### src/rtl/booth_pp_sequencer_pkg.sv
// Shared types and helpers for the radix-4 Booth partial-product datapath.
package booth_pp_sequencer_pkg;

    // Signed Booth digit after recoding one multiplier triplet.
    typedef enum logic [2:0] {
        ZERO,
        POS1,
        POS2,
        NEG1,
        NEG2
    } booth_digit_t;

    // Sequencer control state.
    typedef enum logic {
        IDLE,
        EMIT
    } seqState_t;

    // Width of one sign-extension-encoded partial product.
    function automatic int ppWidth(input int width);
        return width + 5;
    endfunction

    // Radix-4 recoding of {y[2i+1], y[2i], y[2i-1]}.
    function automatic booth_digit_t decodeTriplet(input logic [2:0] triplet);
        booth_digit_t digit;
        case (triplet)
            3'b001, 3'b010: digit = POS1;
            3'b011:         digit = POS2;
            3'b100:         digit = NEG2;
            3'b101, 3'b110: digit = NEG1;
            default:        digit = ZERO;
        endcase
        return digit;
    endfunction

endpackage

### src/rtl/booth_pp_encode.sv
// Combinational radix-4 Booth partial-product encoder: one triplet and the
// multiplicand in, the raw pp, its +1 correction and the sign-extension
// encoded word out. Shared with the planned parallel array multiplier.
module booth_pp_encode
    import booth_pp_sequencer_pkg::*;
#(
    parameter int WIDTH = 8
) (
    input  logic [2:0]       triplet,
    input  logic [WIDTH-1:0] multiplicand,
    input  logic             signedMode,
    input  logic             firstDigit,
    output logic [WIDTH+1:0] ppRaw,
    output logic             ppNeg,
    output logic             ppSign,
    output logic [WIDTH+4:0] ppData
);

    localparam int P = WIDTH + 2;

    booth_digit_t   digit;
    logic [P-1:0]   aExt;
    logic [P-1:0]   magnitude;

    // Select 0/A/2A from the recoded digit and invert for negative digits.
    // NOTE: every combinational output gets a default before the case so no
    // path through the block leaves a value unassigned and infers a latch.
    always_comb begin
        magnitude = '0;
        ppNeg     = 1'b0;
        digit     = decodeTriplet(triplet);
        aExt      = signedMode ? {{2{multiplicand[WIDTH-1]}}, multiplicand}
                               : {2'b00, multiplicand};
        case (digit)
            POS1: magnitude = aExt;
            POS2: magnitude = aExt << 1;
            NEG1: begin
                magnitude = aExt;
                ppNeg     = 1'b1;
            end
            NEG2: begin
                magnitude = aExt << 1;
                ppNeg     = 1'b1;
            end
            default: magnitude = '0;
        endcase
        ppRaw = ppNeg ? ~magnitude : magnitude;
    end

    // Sign is taken after inversion; the +1 for negation travels separately.
    assign ppSign = ppRaw[P-1];

    // The lowest pp carries the full sign-extension constant, the others the
    // compact 1,~s prefix.
    assign ppData = firstDigit ? {~ppSign, ppSign, ppSign, ppRaw}
                               : {1'b0, 1'b1, ~ppSign, ppRaw};

endmodule

### src/rtl/booth_pp_sequencer.sv
// Sequential radix-4 Booth partial-product generator: latches one operand
// pair, then streams one encoded partial product per accepted beat.
module booth_pp_sequencer
    import booth_pp_sequencer_pkg::*;
#(
    parameter int WIDTH   = 8,
    parameter int NPP_MAX = WIDTH / 2 + 1,
    parameter int IDXW    = $clog2(WIDTH / 2 + 1)
) (
    input  logic             clk,
    input  logic             rst_n,
    input  logic             in_valid,
    output logic             in_ready,
    input  logic             in_signed,
    input  logic [WIDTH-1:0] in_a,
    input  logic [WIDTH-1:0] in_b,
    output logic             pp_valid,
    input  logic             pp_ready,
    output logic [WIDTH+4:0] pp_data,
    output logic             pp_neg,
    output logic [IDXW-1:0]  pp_idx,
    output logic             pp_last
);

    localparam int PPW = ppWidth(WIDTH);
    localparam logic [IDXW-1:0] LAST_SIGNED   = IDXW'(WIDTH / 2 - 1);
    localparam logic [IDXW-1:0] LAST_UNSIGNED = IDXW'(NPP_MAX - 1);

    seqState_t        stateQ;
    seqState_t        stateD;
    logic [WIDTH-1:0] aReg;
    logic [WIDTH-1:0] bReg;
    logic             signedReg;
    logic [IDXW-1:0]  idxQ;
    logic [PPW-1:0]   ppDataQ;
    logic             ppNegQ;
    logic             ppLastQ;

    logic             accept;
    logic             advance;
    logic [WIDTH-1:0] encA;
    logic [WIDTH-1:0] encB;
    logic             encSigned;
    logic [IDXW-1:0]  encIdx;
    logic [WIDTH+2:0] yExt;
    logic [2:0]       encTriplet;
    logic             encLast;
    logic [WIDTH+1:0] encRaw;
    logic             encNeg;
    logic             encSign;
    logic [PPW-1:0]   encData;
    logic             unusedEncodeBits;

    assign accept  = (stateQ == IDLE) && in_valid;
    assign advance = (stateQ == EMIT) && pp_ready;

    // In IDLE the encoder looks at the incoming operands so digit 0 can be
    // registered at acceptance; in EMIT it precomputes the next digit.
    assign encA      = (stateQ == IDLE) ? in_a      : aReg;
    assign encB      = (stateQ == IDLE) ? in_b      : bReg;
    assign encSigned = (stateQ == IDLE) ? in_signed : signedReg;
    assign encIdx    = (stateQ == IDLE) ? '0 : idxQ + IDXW'(1);

    // Multiplier with y[-1]=0 below and two copies of the mode-dependent
    // extension bit above, so every digit's triplet is a 3-bit slice.
    assign yExt       = {{2{encSigned & encB[WIDTH-1]}}, encB, 1'b0};
    assign encTriplet = 3'(yExt >> {encIdx, 1'b0});
    assign encLast    = (encIdx == (encSigned ? LAST_SIGNED : LAST_UNSIGNED));

    booth_pp_encode #(
        .WIDTH(WIDTH)
    ) u_encode (
        .triplet     (encTriplet),
        .multiplicand(encA),
        .signedMode  (encSigned),
        .firstDigit  (stateQ == IDLE),
        .ppRaw       (encRaw),
        .ppNeg       (encNeg),
        .ppSign      (encSign),
        .ppData      (encData)
    );

    // Raw pp and sign are only needed by array-style users of the encoder.
    assign unusedEncodeBits = ^{encRaw, encSign};

    // State register.
    // NOTE: sequential state uses non-blocking assignments so every flop
    // samples the pre-edge values regardless of block ordering.
    always_ff @(posedge clk or negedge rst_n) begin
        if (!rst_n) begin
            stateQ <= IDLE;
        end else begin
            stateQ <= stateD;
        end
    end

    // Next-state and handshake outputs.
    always_comb begin
        stateD   = stateQ;
        in_ready = 1'b0;
        pp_valid = 1'b0;
        case (stateQ)
            IDLE: begin
                in_ready = 1'b1;
                if (in_valid) begin
                    stateD = EMIT;
                end
            end
            EMIT: begin
                pp_valid = 1'b1;
                if (pp_ready && ppLastQ) begin
                    stateD = IDLE;
                end
            end
            default: stateD = IDLE;
        endcase
    end

    // Operand latches and registered partial-product outputs.
    // NOTE: the operand latches are reset along with the outputs so nothing
    // from an aborted operation survives into the next one.
    always_ff @(posedge clk or negedge rst_n) begin
        if (!rst_n) begin
            aReg      <= '0;
            bReg      <= '0;
            signedReg <= 1'b0;
            idxQ      <= '0;
            ppDataQ   <= '0;
            ppNegQ    <= 1'b0;
            ppLastQ   <= 1'b0;
        end else if (accept) begin
            aReg      <= in_a;
            bReg      <= in_b;
            signedReg <= in_signed;
            idxQ      <= '0;
            ppDataQ   <= encData;
            ppNegQ    <= encNeg;
            ppLastQ   <= encLast;
        end else if (advance) begin
            if (ppLastQ) begin
                idxQ    <= '0;
                ppDataQ <= '0;
                ppNegQ  <= 1'b0;
                ppLastQ <= 1'b0;
            end else begin
                idxQ    <= encIdx;
                ppDataQ <= encData;
                ppNegQ  <= encNeg;
                ppLastQ <= encLast;
            end
        end
    end

    assign pp_data = ppDataQ;
    assign pp_neg  = ppNegQ;
    assign pp_idx  = idxQ;
    assign pp_last = ppLastQ;

endmodule

### config.mk
export PLATFORM = sky130hd
export DESIGN_NAME = booth_pp_sequencer
export DESIGN_NICKNAME = d
export VERILOG_FILES = /design/src/rtl/booth_pp_sequencer_pkg.sv /design/src/rtl/booth_pp_encode.sv /design/src/rtl/booth_pp_sequencer.sv
export SDC_FILE = /design/constraint.sdc
export NUM_CORES = 1
export LEC_CHECK = 0
export ABC_AREA = 1
export BUFFER_PORTS_ARGS = -buffer_cell sky130_fd_sc_hd__buf_2
export CAP_MARGIN = 40
export CORE_UTILIZATION = 45
export DETAILED_ROUTE_END_ITERATION = 8
export PLACE_DENSITY = 0.76
export SLEW_MARGIN = 20
export SYNTH_ARGS = -nofsm -noshare
export SYNTH_HDL_FRONTEND = slang
export SYNTH_SLANG_ARGS = --single-unit
### constraint.sdc
create_clock -name clk -period 6 [get_ports clk]
set_input_delay 0.3 -clock clk [delete_from_list [all_inputs] [get_ports clk]]
set_output_delay 0.3 -clock clk [all_outputs]
set_load 0.005 [all_outputs]
After elaboration in Yosys (flattened, before gate mapping) --
Cells that the tools add are included.
Cells by class: $add $sub $neg 1, eq/ne operators 11, shift operators 1, muxes and demuxes 28, bitwise gates (word level) 4, reductions and logical operators 9
Operators by type and width (count):
- $mux W13 | 4
- $mux W10 | 2
- $pmux W10 S2 | 1
- $mux W8 | 2
- $mux W3 | 5
- $eq A3 B2 Y1 const B | 4
- $eq A3 B3 Y1 const B | 4
- $mux W1 | 12
- $pmux W3 S4 | 1
- $shr A11 B4 Y3 | 1
- $not A10 Y10 | 1
- $reduce_or A2 Y1 | 5
- $eq A3 B1 Y1 const B | 2
- $add A3 B1 Y3 const B | 1
- $eq A3 B3 Y1 | 1
- $logic_and A1 B1 Y1 | 3
- $not A1 Y1 | 2
- $pmux W1 S2 | 1
- $reduce_bool A2 Y1 | 1
- $and A1 B1 Y1 | 1
Word-level totals: register bits 36, input port bits 21, output and inout port bits 20, word-level logic and storage cells 62

Longest topological paths before layout --
Gate-level depths: netlist of run 1.
depth in word-level cells 16, depth in mapped cells 19, depth with buffers taken out 19

By module --
From an unflattened synthesis of run 1, not the netlist that was laid out.
Unflattened totals: cell total of the unflattened synthesis 315, area total of the unflattened synthesis 2202.1 um2
By module, submodules not included:
- booth_pp_sequencer | instances 1, cells an instance 234, area an instance 1785.5 um2, seq. area each 900.9 um2
- booth_pp_encode | instances 1, cells an instance 81, area an instance 416.6 um2, seq. area each 0.0 um2

Worst setup path after synthesis of run 1 --
OpenSTA, ideal clock, no wires.
kind register to register, from register idxQ[0] (netlist: pp_idx[0]), to register ppDataQ[10] (netlist: pp_data[10]), library setup time 0.118 ns, arrival time 2.501 ns, data required time 5.882 ns, setup slack 3.381 ns, stages on the path, launching flop included 18, buffers on the path 0, clock period less this slack 2.619 ns, path through dfrtp_1 > ha_1 > nand2_1 > inv_1 > nand3_1 > nand3_1 > o21ai_0 > inv_1 > ha_1 > nor2_1 > nand2_1 > nand3b_1 > nand3_2 > nand3_1 > nand2_1 > nand2_1 > nand3_1 > nand2_1
On the way: word-level cells in the longest chain between the ends 16, elaborated cells on any way between the ends 28, classes of those cells add/sub: 1; eq/ne: 10; shift: 1; mux: 9; bitwise: 2; reduce/logical: 5
Ends and longest elaborated chain:
- start, declared | RTL line booth_pp_sequencer.sv:34 | logic [IDXW-1:0] idxQ;
- start signal, assigned | RTL line booth_pp_sequencer.sv:146 | idxQ <= encIdx;
- $add A3 B1 Y3 * | RTL line booth_pp_sequencer.sv:62 | assign encIdx = (stateQ == IDLE) ? '0 : idxQ + IDXW'(1);
- $mux W3 * | RTL line booth_pp_sequencer.sv:62
- $shr A11 B4 Y3 * | RTL line booth_pp_sequencer.sv:67 | assign encTriplet = 3'(yExt >> {encIdx, 1'b0});
- $eq A3 B3 Y1, or another cell as far along | RTL line booth_pp_sequencer_pkg.sv:27 | case (triplet)
- $reduce_or A2 Y1 | RTL line booth_pp_sequencer_pkg.sv:27
- $pmux W3 S4 * | RTL line booth_pp_sequencer_pkg.sv:27
- $eq A3 B2 Y1, or another cell as far along | RTL line booth_pp_encode.sv:34 | case (digit)
- $reduce_or A2 Y1 (no line)
- $pmux W10 S2 | RTL line booth_pp_encode.sv:34
- $not A10 Y10 | RTL line booth_pp_encode.sv:47 | ppRaw = ppNeg ? ~magnitude : magnitude;
- $mux W10 * | RTL line booth_pp_encode.sv:47
- $not A1 Y1 | RTL line booth_pp_encode.sv:56 | : {1'b0, 1'b1, ~ppSign, ppRaw};
- $mux W13 * | RTL line booth_pp_encode.sv:55 | assign ppData = firstDigit ? {~ppSign, ppSign, ppSign, ppRaw}
- $mux W13 | RTL line booth_pp_sequencer.sv:140 | if (ppLastQ) begin
- $mux W13 | RTL line booth_pp_sequencer.sv:139 | end else if (advance) begin
- $mux W13 * | RTL line booth_pp_sequencer.sv:131 | end else if (accept) begin
- end signal, assigned | RTL line booth_pp_sequencer.sv:136 | ppDataQ <= encData;
- end signal, assigned | RTL line booth_pp_sequencer.sv:147 | ppDataQ <= encData;
- end, declared | RTL line booth_pp_sequencer.sv:35 | logic [PPW-1:0] ppDataQ;
Mark *: on every way between the ends. The rest lies on a longest branch, timed or not. The select of a mux whose other input is x is not followed. A chain may end at the register's enable or synchronous reset.

Worst setup path after layout of run 1 --
from register stateQ, to register ppDataQ[10] (netlist: pp_data[10])
On the way: word-level cells in the longest chain between the ends 16, elaborated cells on any way between the ends 36, classes of those cells eq/ne: 10; shift: 1; mux: 13; bitwise: 4; reduce/logical: 8
Ends and longest elaborated chain:
- start, declared | RTL line booth_pp_sequencer.sv:29 | seqState_t stateQ;
- start signal, assigned | RTL line booth_pp_sequencer.sv:93 | stateQ <= stateD;
- $mux W1 or $mux W8 (tied branches) | RTL line booth_pp_sequencer.sv:61, booth_pp_sequencer.sv:60
- $and A1 B1 Y1 | RTL line booth_pp_sequencer.sv:66 | assign yExt = {{2{encSigned & encB[WIDTH-1]}}, encB, 1'b0};
- $shr A11 B4 Y3 | RTL line booth_pp_sequencer.sv:67
- $eq A3 B3 Y1, or another cell as far along | RTL line booth_pp_sequencer_pkg.sv:27
- $reduce_or A2 Y1 | RTL line booth_pp_sequencer_pkg.sv:27
- $pmux W3 S4 | RTL line booth_pp_sequencer_pkg.sv:27
- $eq A3 B2 Y1, or another cell as far along | RTL line booth_pp_encode.sv:34
- $reduce_or A2 Y1 (no line)
- $pmux W10 S2 | RTL line booth_pp_encode.sv:34
- $not A10 Y10 | RTL line booth_pp_encode.sv:47
- $mux W10 | RTL line booth_pp_encode.sv:47
- $not A1 Y1 | RTL line booth_pp_encode.sv:56
- $mux W13 | RTL line booth_pp_encode.sv:55
- $mux W13 | RTL line booth_pp_sequencer.sv:140
- $mux W13 | RTL line booth_pp_sequencer.sv:139
- $mux W13 | RTL line booth_pp_sequencer.sv:131
Several ways; a longest one is shown, not always the timed one. The select of a mux whose other input is x is not followed.

==> run metrics, run 1 <==
outcome complete, no violations; antenna cells 0; global-route usage over all layers a little over a fifth; worst reg2reg setup slack 2.93 ns; synth unique cells 29; detailed-placement wirelength estimate between 3000 and 4000 um; Crit path required time a little over 6 ns; DRC violations left 0; Netlist Area Pre-Place between 2000 and 2500 sq um; initial antenna violation count 0; initial core utilization between 40% and 50%; post-detailed-route count of antenna-violating nets 0; Syn Area/Cell roughly 7.5 sq um; routed len/inst between 10 and 15 um; CTS tree done; clock root buffer clkbuf_8; std cell rows 24; area growth from synthesis to layout 18.9%; Final period util between 50% and 60%; Syn Nets about 300; Period minus WS final slightly above 3 ns; Die Wd 70.2 um; FMAX ~330 MHz; worst slack, placed 3.02 ns; final worst slack slightly below 3 ns; worst hold stages 3; CTS max path bufs 2; CP Class reg2reg; Vias/cell between 5 and 6; Worst Setup End Kind flip-flop; Peak VDD IR approximately 0.25 mV; clk_lat worst skew ~0.30 ns; Die Y between 70 and 80 um; cells after synthesis between 200 and 300; crit path max fanout 23; nets@finish 348; core footprint 4410 sq um; Slew Limit Fails 0; reg2reg end pp_data[10]; area share of the largest cell type after synthesis about 43%; Data arrival, critical path approximately 3.3 ns; Slew @ Worst Pin 0.738 ns; RSZ-0062 raised after global routing no; Setup Buffers After CTS 0; Pre-antenna DRT Iters 4; post-synthesis sequential area ratio a little over two fifths; synth top area cells dfrtp_1, nand2_1, o21ai_0, inv_1, ha_1; Pwr Total about 1.7 mW; Worst slew margin around half; final hold vios 0; final global-route overflow total 0; first-pass GRT wire length just over 8000 um; DRT Wirelength roughly 4600 um; die outline area between 4000 and 5000 sq um; Ports between 40 and 50; 1st-iter DRT viols between 100 and 150; Worst Reg-to-Reg Cells 17; Leak 1.38 nW; Setup crit start kind flip-flop; IO buf count 40; H-tree depth 2; hold path endpoint bReg[6]; area leader, netlist dfrtp_1; total CTS buffers 5; vias between 1500 and 2000; vias in the first global route approximately 1700; Max-Cap Viols 0; pin count of the biggest net entering global routing 37; Hold WC Path Type in2reg; clock transition at the registers of the reported paths 0.07 ns; #FFs+latches synth 36; most frequent cells in the layout nand2_1, buf_2, dfrtp_1; Placer Congestion 0.893; Sum Neg Setup Slack 0 ns; P per Cell Area between 600 and 700 nW/um^2; reg2reg start stateQ; Yosys warning count 0; clk_skew 0.00518 ns; Final Setup Violations 0; clock sink count 36; worst hold start in_b[6]; commonest non-fill, non-tap cell in the layout nand2_1; layout cell share with drive strength beyond 1 a little over a fifth
-- layout make-up --
| class | count | area (sq um) |
|---|---|---|
| Timing Repair Buffer | 44 | 260 |
| Clock buffer | 6 | 72.6 |
| Fill cell | 415 | 1930 |
| Sequential cell | 36 | 901 |
| Tap cell | 52 | 65.1 |
| Multi-Input combinational cell | 198 | 1010 |
| Inverter | 37 | 139 |
| Clock inverter | 2 | 35.0 |
-- state kept, by name, indices dropped and copies added (netlist names) --
name       flops
stateQ         1
pp_idx         3
pp_neg         1
aReg           8
pp_data       13
pp_last        1
signedReg      1
bReg           8
-- power by group --
part / switching (mW) / leakage (nW) / internal [mW]
clock: 0.0883 / 0.0552 / 0.123
combinational: 0.689 / 0.871 / 0.381
sequential: 0.0628 / 0.452 / 0.354
-- cell families after synthesis --
| group | Yosys count | synth area share, % |
|---|---|---|
| compound gates | 52 | 15.3 |
| xor+xnor | 1 | 0.419 |
| fa+ha+maj | 5 | 2.99 |
| buf+inv | 44 | 8.44 |
| flops | 36 | 43.1 |
| mux | 1 | 0.479 |
| simple gates | 139 | 29.3 |
-- worst max-delay path by stage --
stage / from / end / cells after the start
global placement: stateQ / pp_data[10] / 15
finish: stateQ / pp_data[10] / 17
CTS: stateQ / pp_data[10] / 17
detailed placement: stateQ / pp_data[10] / 17
global route: stateQ / pp_data[10] / 17
floorplan: pp_idx[0] / pp_data[10] / 17
-- worst max-delay path, stage by stage (launching register included) --
cell and delay, ns:
dfrtp_1 0.53, buf_8 0.24, nand2_1 0.19, inv_1 0.14
nand3_1 0.11, nand3_1 0.08, o21ai_0 0.35, inv_1 0.12
ha_1 0.22, nor2_1 0.20, nand2_1 0.07, nand3b_1 0.22
nand3_2 0.11, nand3_1 0.11, nand2_1 0.11, nand2_1 0.06
nand3_1 0.08, nand2_1 0.05
-- synth_stat cells, drive strengths merged --
| master | n |
|---|---|
| nand3b | 1 |
| dfrtp | 36 |
| ha | 5 |
| a21oi | 6 |
| buf | 2 |
| inv | 37 |
| clkbuf | 5 |
| nand3 | 14 |
| nor3 | 1 |
| o21ai | 30 |
| xor2 | 1 |
| nand2 | 109 |
| nor2 | 12 |
| o211ai | 10 |
| nand4 | 2 |
| o221ai | 1 |
| o22ai | 2 |
| mux2i | 1 |
| a22oi | 3 |
-- metal layers --
layer  wire length (um)  vias up  track usage (%)
met1               2230      839             29.2
met3                223       11             5.19
met4                110        0             9.11
li1                   -      977                -
met5                  0        -                0
met2               2040       57             31.4
-- what timing repair did --
| item | 4_1_cts | 5_1_grt |
|---|---|---|
| gates resized for setup | 0 | 0 |
| endpoints found under the hold margin | 0 | 18 |
| hold buffers | 0 | 1 |
-- metrics by stage --
step / cells / area, sq um / util (%) / hold WS, ns
floorplan: 278 / 2090 / - / 0.00441
global placement: 363 / 2320 / 52.5 / 0.423
detailed placement: 365 / 2340 / 53.0 / 0.425
CTS: 373 / 2450 / 55.5 / 0.104
global route: 375 / 2490 / 56.3 / 0.214
finish: 375 / 2490 / 56.3 / 0.201
Power figures use the tool's default switching activity.
==> inputs of run 2 (changes only) <==
Settings changed: PLACE_DENSITY 0.76 to 0.79.
Clock period 6 ns to 2.6 ns, I/O delays scaled along.
==> run 2 against run 1 <==
Design area rose by 12%. Register-to-register slack worse by 2.9 ns. Core utilization grew 6.5 points. Sequential share of layout area shrank 3.7 points. Critical endpoint unchanged. Via count increased by 7.7%. Critical path depth grew 1.
==> run metrics, run 2 (same netlist as run 1, synthesis figures left out) <==
vias 2030 (+7.7%); hold path endpoint bReg[6]; H-tree depth 2 (unchanged); std cell rows 24 (unchanged); critical path startpoint pp_idx[0]; Die Y 70.2 um (unchanged); reg2reg end pp_data[10]; Final period util 99.1% (+48 points); final hold vios 0 (unchanged); Pre-antenna DRT Iters 4 (unchanged); Worst Setup End Kind flip-flop; die outline area 4920 sq um (unchanged); Max-Cap Viols 0 (unchanged); clock sink count 36 (unchanged); CTS max path bufs 2 (unchanged); worst reg2reg setup slack 0.02 ns (-2.91 ns); Sum Neg Setup Slack 0 ns (unchanged); Final Setup Violations 0 (unchanged); Post-DP Area 2410 sq um (+2.9%); DRT Wirelength 5280 um (+15%); crit path max fanout 4 (-83%); nets@finish 369 (+6.0%); DRC violations left 0 (unchanged); final global-route overflow total 0 (unchanged); RSZ-0062 raised after global routing yes; CTS tree done; Data arrival, critical path 2.76 ns (-0.50 ns); register area 902 sq um (+0.14%); pin count of the biggest net entering global routing 37 (unchanged); area of the multi-input gates 1150 sq um (+14%); Worst slew margin 53.9% (+3.4 points); antenna cells 0 (unchanged); core footprint 4410 sq um (unchanged); global-route usage over all layers 21.7% (+0.60 points); Placer Congestion 0.947 (+6.1%); worst hold stages 3 (unchanged); IO buf count 40 (unchanged); initial core utilization 47.4% (unchanged); Hold WC Path Type in2reg; Largest register FFs 13 (unchanged); Slew Limit Fails 0 (unchanged); first-pass GRT wire length 8470 um (+3.8%); clk_lat worst skew 0.29 ns (about the same); 1st-iter DRT viols 119 (-9.8%); clock transition at the registers of the reported paths 0.07 ns (about the same); Worst Reg-to-Reg Cells 18 (+1); # fillers 375 (-9.6%); detailed-placement wirelength estimate 3640 um (+9.2%); total CTS buffers 5 (unchanged); initial antenna violation count 0 (unchanged); Period minus WS final 2.58 ns (-0.490 ns); Ports 41 (unchanged); Vias/cell 5.14 (+2.3%); Slew @ Worst Pin 0.690 ns (-0.0483 ns); commonest non-fill, non-tap cell in the layout nand2_1; CP Class reg2reg; layout cell share with drive strength beyond 1 34.4% (+13 points); post-detailed-route count of antenna-violating nets 0 (unchanged); Setup crit start kind flip-flop; worst hold start in_b[6]; fin area 2770 sq um (+12%); routed len/inst 13.4 um (+9.0%); Crit path required time 2.79 ns (-3.40 ns); FMAX 388 MHz (+19%); most frequent cells in the layout nand2_1, buf_2, dfrtp_1; Die Wd 70.2 um (unchanged); reg2reg start pp_idx[0]; vias in the first global route 1932 (+11%); area growth from synthesis to layout 32.7%; clock root buffer clkbuf_8; outcome complete, no violations; clk_skew 0.00540 ns (+0.000227 ns)
[run 2: timing repair]
item / CTS / global route
pin swaps: 0 / 16
buffers inserted: 0 / 11
hold endpoints to repair: 36 / 0
hold buffers: 1 / 0
cloned: 0 / 0
endpoints found under the setup margin: 12 / 13
resized for setup: 4 / 39
[run 2: worst max-delay path by stage]
stage,endpoint,slack [ns],depth (start not counted)
6_report,pp_data[10],0.02,18
5_1_grt,pp_data[10],-0.16,18
4_1_cts,pp_data[10],0.03,17
3_5_place_dp,pp_data[10],-0.08,17
3_3_place_gp,pp_data[10],0.02,17
2_1_floorplan,pp_data[10],0.07,17
[run 2: critical path, stage by stage (launching register included)]
cell        delay, ns
dfrtp_1          0.41
buf_6            0.14
clkinvlp_4       0.13
buf_6            0.15
nor2_4           0.12
o211ai_1         0.11
nand3_1          0.11
o21ai_2          0.08
buf_6            0.14
ha_4             0.15
nor2_4           0.11
nand2_1          0.05
nand3b_1         0.23
nand3_2          0.14
nand2_1          0.07
nand2_2          0.11
nand3_4          0.09
nand3_2          0.08
nand2_1          0.05
[run 2: metal layers]
layer / track usage [%] / part of all wire [%] / wire length (um)
met1: 29.7 / 42 / 2240
met3: 4.47 / 5.6 / 296
met4: 8.44 / 1.8 / 97
met5: 0 / 0 / 0
met2: 33.9 / 50 / 2640
[run 2: layout make-up]
class	count	share of cell area [%]
Timing Repair Buffer	65	14.9
Clock buffer	7	3.47
Inverter	37	5.23
Multi-Input combinational cell	198	41.5
Tap cell	52	2.35
Sequential cell	36	32.5
[run 2: per-stage QoR]
stage / utilization (%) / hold WS, ns / setup WS [ns] / instances
after detailed placement: 54.6 / 0.256 / -0.0775 / 375
after floorplan: - / -0.166 / 0.0687 / 278
after CTS: 57.1 / 0.0366 / 0.0332 / 383
final: 62.8 / 0.0416 / 0.0243 / 395
after global routing: 62.8 / 0.0502 / -0.157 / 395
after global placement: 54.6 / 0.245 / 0.0215 / 375
Power of run 2 is left out: the tool's default activity adds up to more than one toggle a clock period on the data nets, which glitch-free logic cannot reach.
==> inputs of run 3 (changes only) <==
Settings changed: ABC_AREA 1 to unset, PLACE_DENSITY 0.79 to 0.78, SLEW_MARGIN 20 to 10.
==> run 3 against run 2 <==
The run now ends with setup timing left. Highest routed layer unchanged. Critical path depth decreased by 8. Design area increased by 22%. Cell count increased by 11%. Core utilization increased by 2.5 points. Clock skew increased by 0.0073 ns. Synthesized cell count increased by 7.2%. Wire length increased by 31%.
==> run metrics, run 3 <==
Final period util 116% (+17 points); outcome finished, violations left; Die Y 75.7 um (+8.0%); Slew @ Worst Pin 0.787 ns (+0.0972 ns); final hold vios 0 (unchanged); Placer Congestion 0.886 (-6.4%); worst reg2reg setup slack -0.41 ns (-0.44 ns); Worst slew margin 47.5% (-6.4 points); std cell rows 26 (+8.3%); Syn Area/Cell 8.21 sq um (+9.2%); detailed-placement wirelength estimate 4550 um (+25%); DRT Wirelength 6930 um (+31%); CP Class reg2reg; Post-synth EDFFs 0 (unchanged); total CTS buffers 5 (unchanged); antenna cells 0 (unchanged); Worst Reg-to-Reg Cells 10 (-8); Main synth FF type dfrtp_1; final worst slack -0.413 ns (-0.437 ns); area growth from synthesis to layout 38.0%; Commonest cells post-synth nand2_1, dfrtp_1, o21ai_0; Pre-antenna DRT Iters 4 (unchanged); CTS tree done; area leader, netlist dfrtp_1; post-synthesis sequential area ratio 36.8% (-6.3 points); layout cell share with drive strength beyond 1 36.7% (+2.3 points); Max-Cap Viols 0 (unchanged); fin area 3380 sq um (+22%); pin count of the biggest net entering global routing 37 (unchanged); Netlist Area Pre-Place 2450 sq um (+17%); Crit path required time 2.83 ns (+0.04 ns); first-pass GRT wire length 11400 um (+34%); reg2reg end pp_data[10]; Ports 41 (unchanged); CTS max path bufs 2 (unchanged); Syn Nets 324 (+6.6%); vias 2569 (+27%); reg2reg start pp_idx[0]; final global-route overflow total 0 (unchanged); clk_skew 0.0127 ns (+0.00732 ns); 1st-iter DRT viols 254 (+110%); synth unique cells 49 (+69%); most frequent cells in the layout nand2_1, buf_2, dfrtp_1; Final Setup Violations 14 (+14); core footprint 5170 sq um (+17%); worst hold stages 3 (unchanged); most frequent cell after synthesis nand2_1; Post-DP Area 3020 sq um (+25%); global-route usage over all layers 26.2% (+4.4 points); clock sink count 36 (unchanged); clock root buffer clkbuf_8; Largest register FFs 13 (unchanged); crit path max fanout 5 (+1); Hold WC Path Type in2reg; post-detailed-route count of antenna-violating nets 0 (unchanged); Setup crit start kind flip-flop; cells after synthesis 298 (+7.2%); hold path endpoint bReg[3]; initial core utilization 47.3% (-0.049 points); IO buf count 40 (unchanged); area share of the largest cell type after synthesis 36.8% (-6.3 points); DRC violations left 0 (unchanged); synth top area cells dfrtp_1, nand2_1, o21ai_0, mux2i_1, a22o_1; nets@finish 394 (+6.8%); Yosys warning count 0 (unchanged); H-tree depth 2 (unchanged); Slew Limit Fails 0 (unchanged); initial antenna violation count 0 (unchanged); RSZ-0062 raised after global routing yes; FMAX 332 MHz (-15%); clk_lat worst skew 0.29 ns (about the same); die outline area 5740 sq um (+17%); vias in the first global route 2410 (+25%); Worst Setup End Kind flip-flop; #FFs+latches synth 36 (unchanged); Die Wd 75.7 um (+8.0%); Data arrival, critical path 3.24 ns (+0.48 ns); Vias/cell 5.87 (+14%); Period minus WS final 3.01 ns (+0.437 ns); clock transition at the registers of the reported paths 0.08 ns (about the same); Sum Neg Setup Slack -3.97 ns (-3.97 ns); worst hold start in_b[3]; async set or reset register ratio after synthesis 100% (unchanged); commonest non-fill, non-tap cell in the layout nand2_1; failing checks setup timing; routed len/inst 15.8 um (+18%)
==> run 3: changes by cell type in the layout (fill, tap and decap cells not counted), moves of 6 or more <==
| cell | before | now |
|---|---|---|
| mux2i_1 | 1 | 12 |
| o21ai_1 | 2 | 14 |
| nor2_1 | 8 | 14 |
| nand2_2 | 13 | 1 |
| o21ai_0 | 26 | 7 |
| a22o_1 | 0 | 9 |
| buf_4 | 20 | 33 |
| o21ai_2 | 2 | 8 |
| nand2_1 | 94 | 74 |
| nand3_1 | 9 | 2 |
| inv_1 | 29 | 3 |
| a32oi_1 | 0 | 6 |
==> run 3: through the flow <==
stage | setup slack [ns] | util, % | std cells | hold WS, ns
3_3_place_gp | -0.327 | 58.3 | 423 | 0.249
4_1_cts | -0.412 | 64.0 | 436 | 0.0151
6_report | -0.413 | 65.3 | 438 | 0.0207
5_1_grt | -0.492 | 65.3 | 438 | 0.0340
2_1_floorplan | -0.482 | - | 298 | -0.166
3_5_place_dp | -0.426 | 58.3 | 423 | 0.257
==> run 3: what timing repair did <==
action	4_1_cts	5_1_grt
hold buffers	1	0
endpoints found under the setup margin	14	14
resized for setup	56	13
gates cloned	2	0
pin swaps	27	23
buffers inserted	3	2
hold endpoints to repair	36	0
==> run 3: metal layers <==
layer | GRT usage (%) | vias up | wire length, um
met2 | 43.4 | 103 | 3350
met3 | 4.63 | 15 | 402
met4 | 10.1 | 0 | 136
met5 | 0 | - | 0
li1 | - | 1227 | -
met1 | 33.9 | 1224 | 3040
==> run 3: layout make-up <==
| type | count | area [sq um] |
|---|---|---|
| Inverter | 6 | 22.5 |
| Timing Repair Buffer | 85 | 573 |
| Tap cell | 70 | 87.6 |
| Multi-Input combinational cell | 234 | 1700 |
| Fill cell | 363 | 1790 |
| Clock buffer | 7 | 96.3 |
| Sequential cell | 36 | 901 |
==> run 3: how the worst max path moves through the flow <==
| stage | from | to | slack (ns) | depth (start not counted) |
|---|---|---|---|---|
| after floorplan | pp_idx[1] | pp_data[10] | -0.48 | 13 |
| after global placement | pp_idx[1] | pp_data[10] | -0.33 | 10 |
| after detailed placement | pp_idx[0] | pp_data[10] | -0.43 | 10 |
| after CTS | pp_idx[0] | pp_data[10] | -0.41 | 10 |
| after global routing | pp_idx[0] | pp_data[10] | -0.49 | 10 |
| final | pp_idx[0] | pp_data[10] | -0.41 | 10 |
==> run 3: cell families (layout without fill, tap and decap cells) <==
group | count (synthesis) | after routing | synth area share, %
AND/OR/NAND/NOR | 119 | 119 | 20.9
AO/OA/AOI/OAI | 90 | 90 | 25.6
flip-flops | 36 | 36 | 36.8
buffers and inverters | 28 | 98 | 4.81
multiplexers | 18 | 18 | 8.59
adder cells (fa/ha/maj) | 5 | 5 | 2.56
XOR/XNOR | 2 | 2 | 0.716
==> run 3: critical path, stage by stage (launching register included) <==
cell and delay [ns]:
dfrtp_1 0.42, ha_4 0.30, mux4_2 0.53, a21oi_4 0.16
a21oi_4 0.09, ha_4 0.29, o21ba_4 0.17, and2_1 0.16
a41o_1 0.23, or4_1 0.51, nand3_1 0.09
Power of run 3 is left out for the same reason.
